## config.mk

```make
export PLATFORM = sky130hd
export DESIGN_NAME = apb_master_arbiter
export DESIGN_NICKNAME = d
export VERILOG_FILES = /design/src/rtl/apb_master_arbiter.sv
export SDC_FILE = /design/constraint.sdc
export NUM_CORES = 1
export LEC_CHECK = 0
export ABC_AREA = 0
export CORE_ASPECT_RATIO = 1.5
export CORE_MARGIN = 2
export CORE_UTILIZATION = 41
export CTS_CLUSTER_SIZE = 20
export DETAILED_ROUTE_END_ITERATION = 10
export PLACE_DENSITY = 0.93
export SETUP_SLACK_MARGIN = 0.02
export SLEW_MARGIN = 25
export SYNTH_ARGS = -nofsm -noshare
export SYNTH_HDL_FRONTEND = slang
export SYNTH_SLANG_ARGS = --single-unit
```

## constraint.sdc

```tcl
create_clock -name PCLK -period 6.53 [get_ports PCLK]
set_input_delay 1.959 -clock PCLK [delete_from_list [all_inputs] [get_ports PCLK]]
set_output_delay 1.959 -clock PCLK [all_outputs]
set_load 0.01 [all_outputs]
```

## src/rtl/apb_master_arbiter.sv

```systemverilog
// rtl/apb_master_arbiter.sv - APB master shared by two requesters via round-robin arbitration
module apb_master_arbiter #(
  parameter int DATA_WIDTH     = 32,
  parameter int TIMEOUT_CYCLES = 16
) (
  input  logic                    PCLK,
  input  logic                    PRESET,
  input  logic [1:0]              req_valid,
  output logic [1:0]              req_ready,
  input  logic [1:0]              req_write,
  input  logic [63:0]             req_addr,
  input  logic [2*DATA_WIDTH-1:0] req_wdata,
  output logic [1:0]              rsp_valid,
  output logic [DATA_WIDTH-1:0]   rsp_rdata,
  output logic                    rsp_err,
  output logic                    busy,
  output logic [31:0]             PADDR,
  output logic                    PWRITE,
  output logic                    PSEL,
  output logic                    PENABLE,
  output logic [DATA_WIDTH-1:0]   PDATA_O,
  output logic                    PDATA_OE,
  input  logic [DATA_WIDTH-1:0]   PDATA_I,
  input  logic                    PREADY
);

  typedef enum logic [1:0] {
    IDLE   = 2'd0,
    SETUP  = 2'd1,
    ACCESS = 2'd2
  } state_t;

  // Last ACCESS cycle index before a stalled transfer is abandoned.
  localparam logic [7:0] TIMEOUT_LAST = 8'(TIMEOUT_CYCLES - 1);

  state_t                  state_q, state_d;
  logic                    last_grant_q;
  logic                    gnt_q;
  logic [31:0]             paddr_q;
  logic                    pwrite_q;
  logic [DATA_WIDTH-1:0]   wdata_q;
  logic [7:0]              cnt_q;
  logic [1:0]              rsp_valid_q;
  logic [DATA_WIDTH-1:0]   rsp_rdata_q;
  logic                    rsp_err_q;

  logic                    grant;
  logic                    accept;
  logic                    done;
  logic                    abort;

  // Round-robin pick: a lone requester wins; on contention the one not served last wins.
  always_comb begin
    grant = 1'b0;
    case (req_valid)
      2'b10:   grant = 1'b1;
      2'b11:   grant = ~last_grant_q;
      default: grant = 1'b0;
    endcase
    accept    = (state_q == IDLE) && (|req_valid);
    req_ready = accept ? (grant ? 2'b10 : 2'b01) : 2'b00;
  end

  // Next-state logic; completion on PREADY wins over the timeout in the same cycle.
  always_comb begin
    state_d = state_q;
    done    = 1'b0;
    abort   = 1'b0;
    case (state_q)
      IDLE: begin
        if (accept) state_d = SETUP;
      end
      SETUP: begin
        state_d = ACCESS;
      end
      ACCESS: begin
        if (PREADY) begin
          done    = 1'b1;
          state_d = IDLE;
        end else if (cnt_q == TIMEOUT_LAST) begin
          abort   = 1'b1;
          state_d = IDLE;
        end
      end
      default: state_d = IDLE;
    endcase
  end

  // State register.
  always_ff @(posedge PCLK) begin
    if (PRESET) state_q <= IDLE;
    else        state_q <= state_d;
  end

  // Request capture, grant history, timeout counter and registered response.
  always_ff @(posedge PCLK) begin
    if (PRESET) begin
      last_grant_q <= 1'b1;
      gnt_q        <= 1'b0;
      paddr_q      <= '0;
      pwrite_q     <= 1'b0;
      wdata_q      <= '0;
      cnt_q        <= '0;
      rsp_valid_q  <= 2'b00;
      rsp_rdata_q  <= '0;
      rsp_err_q    <= 1'b0;
    end else begin
      rsp_valid_q <= 2'b00;
      rsp_rdata_q <= '0;
      rsp_err_q   <= 1'b0;

      if (accept) begin
        gnt_q        <= grant;
        last_grant_q <= grant;
        paddr_q      <= grant ? req_addr[63:32] : req_addr[31:0];
        pwrite_q     <= grant ? req_write[1] : req_write[0];
        wdata_q      <= grant ? req_wdata[2*DATA_WIDTH-1:DATA_WIDTH]
                              : req_wdata[DATA_WIDTH-1:0];
      end

      if (state_q == SETUP) begin
        cnt_q <= '0;
      end else if ((state_q == ACCESS) && !PREADY) begin
        cnt_q <= cnt_q + 8'd1;
      end

      if (done) begin
        rsp_valid_q <= {gnt_q, ~gnt_q};
        rsp_rdata_q <= pwrite_q ? '0 : PDATA_I;
      end else if (abort) begin
        rsp_valid_q <= {gnt_q, ~gnt_q};
        rsp_err_q   <= 1'b1;
      end
    end
  end

  assign busy      = (state_q != IDLE);
  assign PSEL      = (state_q != IDLE);
  assign PENABLE   = (state_q == ACCESS);
  assign PADDR     = paddr_q;
  assign PWRITE    = pwrite_q;
  assign PDATA_OE  = pwrite_q && (state_q != IDLE);
  assign PDATA_O   = PDATA_OE ? wdata_q : '0;
  assign rsp_valid = rsp_valid_q;
  assign rsp_rdata = rsp_rdata_q;
  assign rsp_err   = rsp_err_q;

endmodule

```

### Word level (Yosys, flattened, before mapping)

Index checks and enable logic that the tools add are counted.

* output and inout port bits: 106
* bits of input ports: 167
* register bits: 112

* mux-type cells: 19
* bitwise gates (word level): 3
* equal/unequal tests: 7
* add/sub/neg operators: 1
* reduce and logical (&&, ||, !) cells: 11

Operators with widths (number)
* 32-bit 2-to-1 mux: 3
* 2-bit 2-to-1 mux: 7
* 8-bit by 1-bit adder with 8-bit output (second input constant): 1
* 8-bit by 4-bit equality test with 1-bit output (second input constant): 1
* 1-bit 2-to-1 mux: 7
* 2-bit equality test (second input constant): 3
* 2-bit case mux with 3 select lines: 1
* 2-bit OR reduction: 3
* 1-bit logical AND: 3
* 3-bit by 1-bit != test with 1-bit output (second input constant): 1
* 1-bit inverter: 3
* 3-bit OR reduction: 1
* 2-bit by 1-bit equality test with 1-bit output (second input constant): 1
* 2-bit zero test: 1
* 2-bit != test (second input constant): 1
* 1-bit case mux with 2 select lines: 1
* 2-bit AND reduction: 1
* 2-bit nonzero test: 1
* 1-bit zero test: 1

### Depth between registers and ports, before layout

* depth after elaboration: 6
* gate-level depth with buffers: 6
* depth with buffers taken out: 4

### Worst setup path before layout

No wires, ideal clock.

* path kind: input to output
* from: in req_valid[1]
* to: out req_ready[1]
* stages on the path: 5
* slack: 1620 ps
* arrival time: 2951 ps
* path buffers: 2
* cells stage by stage: a21boi_1 > clkbuf_1 > clkbuf_1 > nand2_1 > inv_1

* longest elaborated chain between the ends: 4
* elaborated cells between the ends (all ways): 7

RTL lines
* start, declared: RTL line 8 `input logic [1:0] req_valid,`
* 2-bit equality test: RTL line 55 `case (req_valid)`
* 1-bit case mux with 2 select lines: RTL line 55
* 2-bit 2-to-1 mux: RTL line 61 `req_ready = accept ? (grant ? 2'b10 : 2'b01) : 2'b00;`
* 2-bit 2-to-1 mux *: RTL line 61
* end, declared: RTL line 9 `output logic [1:0] req_ready,`

Mark *: on every way between the ends. The rest lies on a longest branch, timed or not.

### Worst setup path in the final report

Ends and elaborated chain as after synthesis.

==> impl_metrics.csv <==
group,metric,value,unit
die,die_area,12150,um^2
power,vdd_drop_max,0.0001317,V
power,combPwrFrac,0.216,
logic_synthesis,synth_ff_type,"dfxtp_1",
clock_tree,post_cts.repair.setup_buffers,0,
worst_hold_path,hp-class,"reg -> reg",
drt,routedWlPerCell,18.88,um
clock_tree,clkTransAtPathRegs,80,ps
global_route,grt_pass1_vias,5363,
critical_path,cp.depth,5,
critical_path,slowest_delay,570,ps
critical_path,cp-end-kind,"primary output",
logic_synthesis,synth_top_cell_by_area,"dfxtp_1",
logic_synthesis,syn_inst,558,
critical_path,crit_type,"in -> out",
die,ios,273,
logic_synthesis,synthTopCellsByArea,"dfxtp_1 49%, nand3_1 14%, a31oi_1 8.8%, o21ai_0 5.0%, clkbuf_1 4.8%",
global_route,grt_first_pass_wirelength,27170,um
cells_and_area,fillers,799,
die,initial_utilization,0.4200,
logic_synthesis,ys_ff_latch,112,
sta,finalCriticalPeriod,5453,ps
sta,rsz0062_at_grt,"false",
clock_tree,numCtsBuffers,9,
drt,drtIter0Drc,425,
sta,report.final.setup_viol,0,
critical_path,cp_cell_sequence,"clkdlybuf4s50_1, a21boi_4, nand2_1, inv_1, clkdlybuf4s50_1",
power,clockPowerShare,0.325,
logic_synthesis,synth.most_common_cell,"nand3_1",
critical_path,crit_fanout,3,
logic_synthesis,syn-cell-area,4618,um^2
placed_design,placed_area,7382,um^2
sta,drv_slew,0,
critical_path,critPathLaunchType,"primary input",
critical_path,rr_startpoint,"state_q[1]",
clock_tree,clock_latency,340,ps
power,intPower,1186,uW
cells_and_area,final_layout_size_suffix_gt1_frac,0.04298,
power,sw_frac_of_total,0.2800,
die,die_w,90.66,um
power,switchingPower,461.1,uW
sta,clock_skew,7.944,ps
critical_path,crit_slowest_cell,"clkdlybuf4s50_1",
clock_tree,cts_hold_buf,0,
placed_design,dp_hpwl,11870,um
critical_path,crit_end,"req_ready[1]",
clock_tree,cts_max_level,3,
clock_tree,cts.repair.resized,0,
power,leakage,0.002784,uW
sta,min_period_over_period,0.8350,
logic_synthesis,synth_common_cells,"133 x nand3_1, 112 x dfxtp_1, 65 x a31oi_1, 59 x clkbuf_1, 46 x o21ai_0",
logic_synthesis,syn_avg_cell_area,8.276,um^2
critical_path,critPathTopFamily,"buffers and inverters",
global_route,antenna_found_initial,0,
global_route,grt_max_degree,75,
placed_design,gp_congestion,0.8441,
logic_synthesis,synth.top_cell.area_share,0.4855,
clock_tree,cts-root-buf,"clkbuf_16",
global_route,grt_overflow,0,
sta,max_slew_margin,0.4544,
power,pwr-share-seq,0.459,
flow_run,drv_cap,0,
die,rows,47,
placed_design,dp_cells,922,
critical_path,critPathMostFrequentCell,"clkdlybuf4s50_1",
die,dieHeight,134.0,um
critical_path,r2r_cells,3,
cells_and_area,fin_nets,954,
logic_synthesis,seq_area_frac_synth,0.4855,
power,pwr_density_cell,214.7,nW/um^2
cells_and_area,stdcell_count,938,
logic_synthesis,synthArstFlopShare,0,
cells_and_area,finalCoreUtilization,0.6976,
clock_tree,tritoncts,"built",
sta,worstMarginPinSlew,818.4,ps
sta,finalHoldViolCount,0,
placed_design,port_buffers,272,
critical_path,r2r_slack,4590,ps
drt,drc,0,
cells_and_area,syn_to_final_growth,66.11,%
critical_path,rr_endpoint,"cnt_q[6]",
global_route,track_usage,0.2752,
critical_path,critPathLaunch,"req_valid[1]",
drt,via_per_inst,5.792,
logic_synthesis,synth_edf_count,0,
drt,num_vias,5433,
worst_hold_path,hold_depth,1,
sta,setup_tns,0,ps
critical_path,crit_buf_inv,3,
run_status,status,"completed",
critical_path,arrival,3490,ps
logic_synthesis,synth_nets,726,
critical_path,crit_required,4570,ps
drt,routed_wl,17710,um
logic_synthesis,synth.distinct_cells,33,
clock_tree,clock-sinks,112,
drt,antenna_left,0,
drt,drtPass1Iterations,7,
clock_tree,clock_path_buffers,2,
sta,clock.fmax,0.1834,GHz
die,coreArea,11000,um^2
cells_and_area,stdcell_area,7671,um^2
cells_and_area,n_antenna_cell,0,
logic_synthesis,synth_warnings,0,
[flip-flops by register name (all words and copies together), names as in the netlist]
name          count
rsp_rdata        32
rsp_err           1
PWRITE            1
wdata_q          32
state_q           2
last_grant_q      1
cnt_q             8
gnt_q             1
rsp_valid         2
PADDR            32
[power by group through the flow]
stage / Combinational (uW) / Clock, uW / Sequential (uW)
floorplan: 149 / 0 / 769
global placement: 340 / 0 / 768
detailed placement: 350 / 0 / 770
CTS: 353 / 545 / 755
global route: 378 / 571 / 761
finish: 356 / 535 / 756
[cell type report]
class                           instances  area, um^2  area share
Timing Repair Buffer                  281        2785      0.3631
Sequential cell                       112        2243      0.2924
Multi-Input combinational cell        379        2158      0.2814
Clock buffer                           10       239.0     0.03115
Tap cell                              147       183.9     0.02398
Clock inverter                          6       50.05    0.006524
Inverter                                3       11.26    0.001468
[worst register-to-register path, cell delays in order, from the launching register on]
cell and delay (ps):
dfxtp_1 470, or3b_1 610, or4_1 580, a21oi_1 200
[metrics by stage]
step | hold slack, ps | total power, uW | setup WS, ps
2_1_floorplan | 407.0 | 917.7 | 1620
3_3_place_gp | 441.1 | 1108 | 1113
3_5_place_dp | 466.8 | 1121 | 1090
4_1_cts | 476.9 | 1653 | 1084
5_1_grt | 509.9 | 1710 | 1030
6_report | 478.1 | 1647 | 1077
[worst min path at each step]
stage	from	to	slack (ps)
floorplan	gnt_q	rsp_valid[0]	410
global placement	gnt_q	rsp_valid[0]	440
detailed placement	gnt_q	rsp_valid[0]	470
CTS	gnt_q	rsp_valid[0]	480
global route	gnt_q	rsp_valid[0]	510
finish	gnt_q	rsp_valid[0]	480
[cell families (layout without fill, tap and decap cells)]
logic type / Yosys count / after routing / share of synthesized area
multiplexers: 1 / 1 / 0.002168
AO/OA/AOI/OAI: 149 / 149 / 0.1826
adder cells (fa/ha/maj): 1 / 1 / 0.002709
AND/OR/NAND/NOR: 227 / 227 / 0.2696
flip-flops: 112 / 112 / 0.4855
buffers and inverters: 67 / 300 / 0.05554
XOR/XNOR: 1 / 1 / 0.001897
[routing by layer]
layer,part of all wire,GRT usage,vias up
met5,0,0,-
met4,0.035,0.1376,0
met3,0.081,0.05843,48
met2,0.51,0.4983,355
met1,0.37,0.3018,2539
li1,-,-,2491
[placed cells by master (no fill, tap or decap), types with 8 or more instances in the layout]
cell type | Yosys | layout
and3_1 | 33 | 33
dfxtp_1 | 112 | 111
a21oi_1 | 8 | 8
and2_1 | 33 | 33
clkdlybuf4s50_1 | 0 | 271
nand3_1 | 133 | 133
o21ai_0 | 46 | 46
o21ai_1 | 24 | 24
a31oi_1 | 65 | 65
clkbuf_16 | 0 | 9
buf_4 | 1 | 9
Power figures use the tool's default switching activity.
